[src/rtl/counter_pkg.sv]
// Shared types and defaults for the counter/timer family.
package counter_pkg;

  typedef enum logic {
    IDLE = 1'b0,
    RUN  = 1'b1
  } cnt_state_t;

  localparam int CNT_W_DEFAULT = 4;

endpackage

[src/rtl/down_counter_timer.sv]
// Loadable down counter / interval timer with a registered terminal-count pulse
// and optional periodic auto-reload.
module down_counter_timer
  import counter_pkg::*;
#(
  parameter int WIDTH = CNT_W_DEFAULT
) (
  input  logic             clk,
  input  logic             reset,
  input  logic             start,
  input  logic             stop,
  input  logic             tick,
  input  logic             auto_reload,
  input  logic [WIDTH-1:0] load_val,
  output logic [WIDTH-1:0] count,
  output logic             busy,
  output logic             tc
);

  cnt_state_t       state;
  logic [WIDTH-1:0] reload_reg;
  logic             mode;
  logic             at_one;
  logic             load_zero;

  // Single terminal compare serves both the one-shot and the reload exits.
  assign at_one    = (count == WIDTH'(1));
  assign load_zero = (load_val == '0);
  assign busy      = (state == RUN);

  always_ff @(posedge clk or negedge reset) begin
    if (!reset) begin
      state      <= IDLE;
      count      <= '0;
      reload_reg <= '0;
      mode       <= 1'b0;
      tc         <= 1'b0;
    end else begin
      tc <= 1'b0;
      if (stop) begin
        state <= IDLE;
      end else if (start) begin
        count      <= load_val;
        reload_reg <= load_val;
        // A zero load finishes immediately and is never periodic.
        if (load_zero) begin
          tc    <= 1'b1;
          mode  <= 1'b0;
          state <= IDLE;
        end else begin
          mode  <= auto_reload;
          state <= RUN;
        end
      end else if (state == RUN && tick) begin
        if (at_one) begin
          tc <= 1'b1;
          if (mode) begin
            count <= reload_reg;
          end else begin
            count <= '0;
            state <= IDLE;
          end
        end else begin
          count <= count - WIDTH'(1);
        end
      end
    end
  end

endmodule

[config.mk]
export PLATFORM = sky130hd
export DESIGN_NAME = down_counter_timer
export DESIGN_NICKNAME = d
export VERILOG_FILES = /design/src/rtl/counter_pkg.sv /design/src/rtl/down_counter_timer.sv
export SDC_FILE = /design/constraint.sdc
export NUM_CORES = 1
export LEC_CHECK = 0
export ABC_AREA = 0
export ABC_CLOCK_PERIOD_IN_PS = 1500
export CORE_UTILIZATION = 41
export CTS_CLUSTER_SIZE = 30
export DETAILED_ROUTE_END_ITERATION = 6
export HOLD_SLACK_MARGIN = 0.05
export PLACE_DENSITY_LB_ADDON = 0.08
export SYNTH_ARGS = -nofsm -noshare
export SYNTH_HDL_FRONTEND = slang
export SYNTH_SLANG_ARGS = --single-unit
[constraint.sdc]
create_clock -name clk -period 1.5 [get_ports clk]
set_input_delay 0.45 -clock clk [delete_from_list [all_inputs] [get_ports clk]]
set_output_delay 0.45 -clock clk [all_outputs]
set_load 0.02 [all_outputs]
==> impl_metrics.csv, run 1 <==
group,metric,value,unit
logic_synthesis,synth_fp_nets,74,
logic_synthesis,yosys_warnings,0,
place,dpl.hpwl,1.15,mm
run_status,outcome,"finished, violations left",
worst_setup_path,reg2regPathDepth,6,
global_route,antenna_found_initial,0,
global_route,grt_overflow,0,
clock_tree,cts_tree,"built",
place,dp_slack,-0.194,ns
clock_tree,cts_made_buffers,3,
clock_tree,cts_buffer_depth,2,
timing,tightest_slew,0.263,ns
logic_synthesis,ys_types,22,
detailed_routing,wire_per_inst,13.9,um
cells_and_area,nets,106,
detailed_routing,first_pass_iters,4,
clock_tree,clock-root-buffer,"clkbuf_4",
place,dp_cells,104,
clock_tree,worstSkewPairLatency,0.27,ns
die,core-area,0.00135,mm2
worst_setup_path,worst_r2r_endpoint,"count[2]",
worst_setup_path,start_kind,"flip-flop",
timing,fin_crit,1.62,ns
global_route,grt_max_degree,12,
worst_setup_path,end_kind,"flip-flop",
timing,slew_headroom,82.3,%
timing,post-route-period-util,108,%
place,io_buffers,15,
worst_setup_path,critPathArrivalTime,1.81,ns
detailed_routing,ant_nets,0,
die,die_height,40.8,um
detailed_routing,vias_per_cell,5.42,
min_path,min_path_type,"in -> async",
worst_setup_path,r2r_start,"count[1]",
cells_and_area,layoutNonFillerInstCount,108,
worst_setup_path,worstPathMaxFanout,4,
clock_tree,clk_pin_slew,0.07,ns
die,die_area,0.00166,mm2
timing,final-setup-viol-count,6,
global_route,first_global_vias,535,
logic_synthesis,synth_area,616,um2
global_route,grt_pass1_wl,2.29,mm
power_and_ir_drop,leakage,0.416,nW
detailed_routing,dr_total_vias,585,
clock_tree,cts_hold_buf,0,
detailed_routing,routed_wl,1.50,mm
clock_tree,clkSinkCount,11,
logic_synthesis,yosysSeqAreaShare,44.7,%
timing,rsz0062_at_grt,"yes",
clock_tree,post-cts-setup-buffer-count,0,
timing,setup_ws,-0.121,ns
detailed_routing,drc,0,
logic_synthesis,synth_cells,62,
power_and_ir_drop,p_per_area,1020,mW/mm2
worst_setup_path,r2r_setup_slack,-0.12,ns
timing,hold_viol_final,0,
global_route,grtUsageTotal,22.6,%
run_status,violations,"negative setup slack",
flow_run,max_cap_violations,0,
die,boundaryPins,16,
logic_synthesis,syn_avg_cell_area,9.93,um2
die,dieWidth,40.8,um
logic_synthesis,synth-seq-cells,11,
detailed_routing,drt_iter0_drc,10,
worst_setup_path,critical_path_class,"reg -> reg",
timing,timing.fmax,617,MHz
cells_and_area,area_growth,54.3,%
timing,fin_skew,0.00204,ns
worst_setup_path,cp.required,1.68,ns
die,rows,13,
timing,slew_violations,0,
cells_and_area,n_antenna_cell,0,
power_and_ir_drop,ir_drop,0.727,mV
cells_and_area,drive_gt1_share,41.9,%
die,initial_core_util,45.6,%
clock_tree,cts_max_level,1,
place,place.gp.congestion,0.723,
==> how the worst max path moves through the flow <==
stage               slack (ns)  cells past startpoint         from  endpoint
finish                   -0.12                      6     count[1]  count[2]
global route             -0.21                      6     count[1]  count[3]
CTS                       -0.1                      6     count[1]  count[2]
detailed placement       -0.19                      4        start  count[0]
global placement         -0.20                      5  load_val[2]      busy
floorplan                -0.08                      6     count[1]  count[2]
==> placed cells by master, fill, tap and decap left out, drive strengths merged, types with 2 or more instances in the layout <==
cell	netlist	final
mux2	5	5
inv	4	4
nor2b	6	6
clkbuf	2	6
nor2	3	3
ha	2	2
nand2b	2	2
buf	1	16
dfrtp	11	11
nand2	6	6
o31ai	6	6
nor3	2	2
a221oi	2	2
a21oi	2	2
clkdlybuf4s50	0	9
dlygate4sd2	0	2
a211oi	2	2
==> layer usage <==
metal | GRT usage (%) | vias up | routed length, um
li1 | - | 284 | -
met1 | 24.4 | 279 | 635
met2 | 39.3 | 18 | 746
met3 | 9.78 | 4 | 97
met4 | 7.50 | 0 | 17
met5 | 0 | - | 0
==> cells in the mapped netlist <==
library cell / instances / area share (%)
a211oi_1: 2 / 2.4
a21oi_1: 2 / 1.6
a221oi_1: 2 / 2.8
buf_2: 1 / 0.81
clkbuf_1: 2 / 1.2
dfrtp_1: 11 / 45
ha_1: 2 / 4.1
inv_1: 4 / 2.4
mux2_2: 5 / 9.1
nand2_1: 6 / 3.7
nand2b_1: 2 / 2.0
nor2_1: 2 / 1.2
nor2_4: 1 / 1.8
nor2b_1: 6 / 6.1
nor3_1: 2 / 1.6
nor4_1: 1 / 1.0
o21ai_0: 1 / 0.81
o22ai_1: 1 / 1.0
o31ai_1: 6 / 7.3
or2_2: 1 / 1.0
or2b_1: 1 / 1.2
or3b_4: 1 / 1.8
==> logic make-up (layout without fill, tap and decap cells) <==
group,count (synthesis),in the layout,share of synthesized area (%)
compound gates,14,14,16.1
fa+ha+maj,2,2,4.06
buf+inv,7,38,4.47
flops,11,11,44.7
mux,5,5,9.15
simple gates,23,23,21.5
==> power breakdown <==
part / switching [mW] / internal [mW]
clock network: 0.101 / 0.103
registers: 0.0491 / 0.344
logic: 0.179 / 0.196
==> final cells by class <==
class / count / area [um2]
fill: 100 / 400
multi-input combinational: 44 / 367
inverter: 4 / 15.0
clock buffer: 4 / 26.3
sequential: 11 / 278
timing repair buffer: 30 / 245
tap: 15 / 18.8
==> what timing repair did <==
item	in CTS	in global routing
gates resized for setup	13	4
setup endpoints to repair	12	9
pin swaps	2	3
==> critical path, cell delays in order (launching register included) <==
cell and delay, ns:
dfrtp_2 0.41, inv_2 0.09, ha_4 0.13, or3b_4 0.41
nor2_4 0.18, a211oi_2 0.09, o31ai_1 0.22
==> through the flow <==
step / TNS, ns / util (%) / hold slack (ns) / power, mW / area [um2]
final: -0.499 / 70.3 / 0.369 / 0.972 / 950
after global routing: -1.06 / 70.3 / 0.382 / 1.04 / 950
after CTS: -0.501 / 70.3 / 0.369 / 0.980 / 950
after detailed placement: -1.84 / 68.3 / 0.525 / 0.787 / 922
after global placement: -1.80 / 68.3 / 0.516 / 0.776 / 922
after floorplan: -0.315 / - / 0.154 / 0.600 / 653
Note: power is estimated with default switching activity, not from simulation.
==> inputs of run 2 (changes only) <==
Settings changed: CELL_PAD_IN_SITES_DETAIL_PLACEMENT set to 0, CELL_PAD_IN_SITES_GLOBAL_PLACEMENT set to 1, CORE_UTILIZATION 41 to 31.
==> run 2 against run 1 <==
Net effect: clock-buffer cell count did not move; sequential share of layout area down 0.86 points; via count down 8.0%; sequential power is 3% lower; total power up 0.12%; wire length decreased by 13%; worst hold slack gained 0.024 ns; non-clock buffer count up 3; largest cell class unchanged; die area up 31%; core utilization decreased by 16 points; clock power hardly changed; the flow still finishes with violations (negative setup slack); largest power group is now combinational logic; first-iteration DRC count down 40%.
==> impl_metrics.csv, run 2 (synthesis results as in run 1) <==
group,metric,value,unit
run_status,outcome,"finished, violations left",
run_status,violations,"negative setup slack",
power_and_ir_drop,leakage,0.431,nW
detailed_routing,wire_per_inst,10.8,um
clock_tree,clk_pin_slew,0.07,ns
worst_setup_path,cp.required,1.65,ns
timing,hold_viol_final,0,
global_route,grtUsageTotal,14.9,%
detailed_routing,vias_per_cell,4.45,
cells_and_area,area_growth,58.9,%
clock_tree,cts_max_level,1,
power_and_ir_drop,p_per_area,995,mW/mm2
place,place.gp.congestion,0.750,
cells_and_area,drive_gt1_share,42.7,%
power_and_ir_drop,ir_drop,0.448,mV
detailed_routing,ant_nets,0,
place,io_buffers,15,
clock_tree,cts_made_buffers,3,
worst_setup_path,r2r_start,"count[1]",
global_route,use_met1,19.6,%
cells_and_area,utilization,54.3,%
global_route,grt_overflow,0,
timing,timing.fmax,618,MHz
global_route,antenna_found_initial,0,
detailed_routing,dr_total_vias,538,
place,placed_area,935,um2
timing,rsz0062_at_grt,"yes",
die,rows,15,
worst_setup_path,critPathArrivalTime,1.77,ns
detailed_routing,drt_iter0_drc,6,
die,dieWidth,46.6,um
worst_setup_path,worstPathMaxFanout,4,
timing,slew_violations,0,
detailed_routing,routed_wl,1.31,mm
global_route,grt.busiest_layer,"met2",
timing,fin_skew,0.00134,ns
place,dpl.hpwl,1.07,mm
timing,setup_ws,-0.117,ns
timing,post-route-period-util,108,%
global_route,first_global_vias,500,
clock_tree,cts_hold_buf,0,
cells_and_area,layout_common_cells,"buf_4 (18), dfrtp_1 (9), clkdlybuf4s50_1 (9)",
timing,fin_crit,1.62,ns
global_route,grt_pass1_wl,2.21,mm
die,die_area,0.00217,mm2
timing,slew_headroom,80.3,%
place,dp_cells,114,
die,initial_core_util,34.2,%
die,boundaryPins,16,
die,die_height,46.6,um
worst_setup_path,end_kind,"flip-flop",
clock_tree,clkSinkCount,11,
cells_and_area,layout_commonest_cell,"buf_4",
worst_setup_path,start_kind,"flip-flop",
flow_run,max_cap_violations,0,
clock_tree,worstSkewPairLatency,0.26,ns
cells_and_area,final_area,978,um2
global_route,grtUsageMet2,22.8,%
detailed_routing,drc,0,
clock_tree,cts_tree,"built",
detailed_routing,first_pass_iters,3,
timing,whs,0.393,ns
worst_setup_path,worstSetupStartpoint,"count[1]",
min_path,min_path_type,"in -> async",
global_route,grtUsageMet3,2.35,%
cells_and_area,layoutNonFillerInstCount,121,
die,core-area,0.00180,mm2
timing,final-setup-viol-count,6,
global_route,grt_max_degree,12,
worst_setup_path,critical_path_class,"reg -> reg",
cells_and_area,n_antenna_cell,0,
cells_and_area,nets,109,
clock_tree,cts_buffer_depth,2,
timing,tightest_slew,0.292,ns
clock_tree,clock-root-buffer,"clkbuf_4",
-- run 2: cell types whose count changed in the layout (fill, tap and decap cells not counted), sizes merged --
cell | previous run | this run
clkbuf | 6 | 5
buf | 16 | 19
clkdlybuf4s15 | 1 | 0
dlygate4sd2 | 2 | 4
-- run 2: critical path: stages (launching register included) --
cell	delay, ns
dfrtp_2	0.41
inv_2	0.07
ha_4	0.13
or3b_4	0.41
buf_4	0.15
a221oi_2	0.25
o31ai_1	0.08
-- run 2: metrics by stage --
step                TNS, ns  worst slack [ns]  total power, mW
detailed placement    -1.77            -0.188            0.780
global placement      -1.75            -0.199            0.776
floorplan            -0.315           -0.0816            0.600
finish               -0.411            -0.117            0.973
global route         -0.978            -0.205             1.05
CTS                  -0.316           -0.0883            0.977
-- run 2: report_power, final --
part	switching [mW]	total (mW)	internal, mW
Sequential	0.0375	0.381	0.344
Combinational	0.180	0.390	0.210
Clock	0.0994	0.202	0.103
-- run 2: layer usage --
metal  vias up  part of all wire (%)
li1        291                     -
met1       235                    51
met2        10                    46
met3         2                   2.8
met4         0                  0.92
met5         -                     0
-- run 2: final timing paths --
check | endpoint | slack [ns] | cells past startpoint
max | count[0] | -0.12 | 6
max reg2reg | count[0] | -0.12 | 6
min in group clk | reload_reg[2] | 0.54 | 1
min reg2reg | reload_reg[2] | 0.54 | 1
min | count[1] | 0.39 | 1
max in group asynchronous | reload_reg[2] | 0.74 | 2
-- run 2: timing repair --
action | in CTS | in global routing
buffers inserted | 1 | 2
resized for setup | 10 | 3
pin swaps | 2 | 4
endpoints found under the setup margin | 10 | 7
-- run 2: area by class of cell --
class | count | area, um2
clock buffer | 4 | 26.3
fill | 183 | 823
inverter | 4 | 15.0
multi-input combinational | 44 | 358
sequential | 11 | 278
tap | 25 | 31.3
timing repair buffer | 33 | 270
==> inputs of run 3 (changes only) <==
--- a/constraint.sdc
+++ b/constraint.sdc
@@ -3,2 +3,2 @@
 set_output_delay 0.45 -clock clk [all_outputs]
-set_load 0.02 [all_outputs]
+set_load 0.1 [all_outputs]
==> run 3 against run 2 <==
Net effect: the run still ends with negative setup slack left; clock-buffer cell count did not move; cell count increased by 0.83%; fmax is 1.8% lower; register-to-register slack worse by 0.03 ns; non-clock buffer count up 1; worst setup slack got worse by 0.029 ns; global-route usage rose by 0.67 points; via count increased by 4.5%; cell area grew 10%; largest power group unchanged; highest routed layer unchanged.
==> impl_metrics.csv, run 3 (synthesis results as in run 1) <==
group,metric,value,unit
run_status,outcome,"finished, violations left",
run_status,violations,"negative setup slack",
global_route,antenna_found_initial,0,
min_path,min_path_type,"in -> async",
clock_tree,cts_tree,"built",
global_route,grtUsageMet2,23.9,%
clock_tree,clkSinkCount,11,
clock_tree,clock-root-buffer,"clkbuf_4",
timing,slew_headroom,84.0,%
timing,whs,0.473,ns
timing,fin_skew,0.00414,ns
power_and_ir_drop,p_int,0.753,mW
power_and_ir_drop,p_clk_share,16.1,%
global_route,grtUsageMet3,2.35,%
global_route,grt.busiest_layer,"met2",
cells_and_area,area_growth,74.8,%
cells_and_area,nets,110,
timing,slew_violations,0,
power_and_ir_drop,switching_share,39.7,%
die,die_height,46.6,um
place,place.gp.congestion,0.765,
timing,fin_crit,1.65,ns
worst_setup_path,end_kind,"flip-flop",
worst_setup_path,worstPathMaxFanout,4,
worst_setup_path,critical_path_class,"reg -> reg",
power_and_ir_drop,leakage,0.453,nW
global_route,grt_pass1_wl,2.35,mm
clock_tree,cts_max_level,1,
power_and_ir_drop,seq_power_share,31.5,%
die,die_area,0.00217,mm2
global_route,use_met1,21.4,%
power_and_ir_drop,p_sw,0.496,mW
timing,setup_tns,-0.794,ns
global_route,grt_overflow,0,
worst_setup_path,start_kind,"flip-flop",
worst_setup_path,cp.required,1.66,ns
global_route,first_global_vias,529,
detailed_routing,drc,0,
clock_tree,cts_hold_buf,0,
detailed_routing,drt_iter0_drc,6,
clock_tree,clk_pin_slew,0.07,ns
detailed_routing,routed_wl,1.33,mm
detailed_routing,ant_nets,0,
worst_setup_path,critPathArrivalTime,1.81,ns
power_and_ir_drop,comb_power_share,52.4,%
cells_and_area,layout_commonest_cell,"buf_4",
timing,timing.fmax,607,MHz
timing,final-setup-viol-count,8,
clock_tree,cts_made_buffers,3,
cells_and_area,fillers,162,
detailed_routing,dr_total_vias,562,
place,placed_area,0.00102,mm2
die,rows,15,
die,dieWidth,46.6,um
timing,setup_ws,-0.146,ns
detailed_routing,wire_per_inst,10.9,um
flow_run,max_cap_violations,0,
cells_and_area,n_antenna_cell,0,
global_route,grtUsageTotal,15.6,%
detailed_routing,vias_per_cell,4.61,
power_and_ir_drop,p_per_area,1160,mW/mm2
clock_tree,cts_buffer_depth,2,
cells_and_area,drive_gt1_share,49.5,%
timing,post-route-period-util,110,%
place,io_buffers,15,
timing,rsz0062_at_grt,"yes",
timing,hold_viol_final,0,
cells_and_area,final_area,0.00108,mm2
place,dpl.hpwl,1.09,mm
die,boundaryPins,16,
timing,tightest_slew,0.238,ns
detailed_routing,first_pass_iters,4,
clock_tree,worstSkewPairLatency,0.27,ns
power_and_ir_drop,ir_drop,0.717,mV
die,initial_core_util,34.2,%
global_route,grt_max_degree,12,
cells_and_area,layout_common_cells,"buf_4 (19), clkdlybuf4s50_1 (9)",
worst_setup_path,r2r_setup_slack,-0.15,ns
die,core-area,0.00180,mm2
==> run 3: cell type report <==
type / count / area, um2 / share of cell area, %
timing repair buffer: 34 / 353 / 32.8
clock buffer: 4 / 26.3 / 2.44
multi-input combinational: 44 / 362 / 33.6
tap: 25 / 31.3 / 2.91
inverter: 4 / 17.5 / 1.63
sequential: 11 / 287 / 26.6
==> run 3: repair_timing <==
| item | 4_1_cts | 5_1_grt |
|---|---|---|
| resized for setup | 3 | 2 |
| setup buffers | 1 | 0 |
| pin swaps | 3 | 3 |
| endpoints found under the setup margin | 8 | 8 |
==> run 3: worst paths after layout <==
check,from,end,depth (start not counted)
max reg2reg,count[1],count[1],6
max in group asynchronous,reset,count[0],2
min reg2reg,reload_reg[2],reload_reg[2],1
min in group clk,reload_reg[2],reload_reg[2],1
max,count[1],count[1],6
min,reset,count[1],2
==> run 3: metal layers <==
metal / up-vias / part of all wire, % / wire length [um]
li1: 293 / - / -
met1: 253 / 47 / 623
met2: 12 / 48 / 636
met3: 4 / 3.6 / 48
met4: 0 / 1.4 / 18
met5: - / 0 / 0
==> run 3: critical path: stages, from the launching register on <==
cell	delay [ns]
dfrtp_4	0.49
inv_4	0.07
ha_4	0.11
or3b_4	0.42
nor2_4	0.15
a221oi_2	0.07
o31ai_1	0.23
==> run 3: power groups by stage <==
| stage | Clock (mW) | Sequential [mW] | Combinational (mW) |
|---|---|---|---|
| after CTS | 0.208 | 0.392 | 0.656 |
| after global placement | 0 | 0.392 | 0.639 |
| after floorplan | 0 | 0.589 | 0.169 |
| final | 0.202 | 0.393 | 0.655 |
| after global routing | 0.220 | 0.402 | 0.698 |
| after detailed placement | 0 | 0.395 | 0.642 |
==> run 3: metrics by stage <==
step	total power, mW	instances	worst slack (ns)	utilization, %
2_1_floorplan	0.758	62	-0.271	-
3_3_place_gp	1.03	117	-0.200	56.4
3_5_place_dp	1.04	117	-0.263	56.4
4_1_cts	1.26	122	-0.214	59.0
5_1_grt	1.32	122	-0.225	59.7
6_report	1.25	122	-0.146	59.7
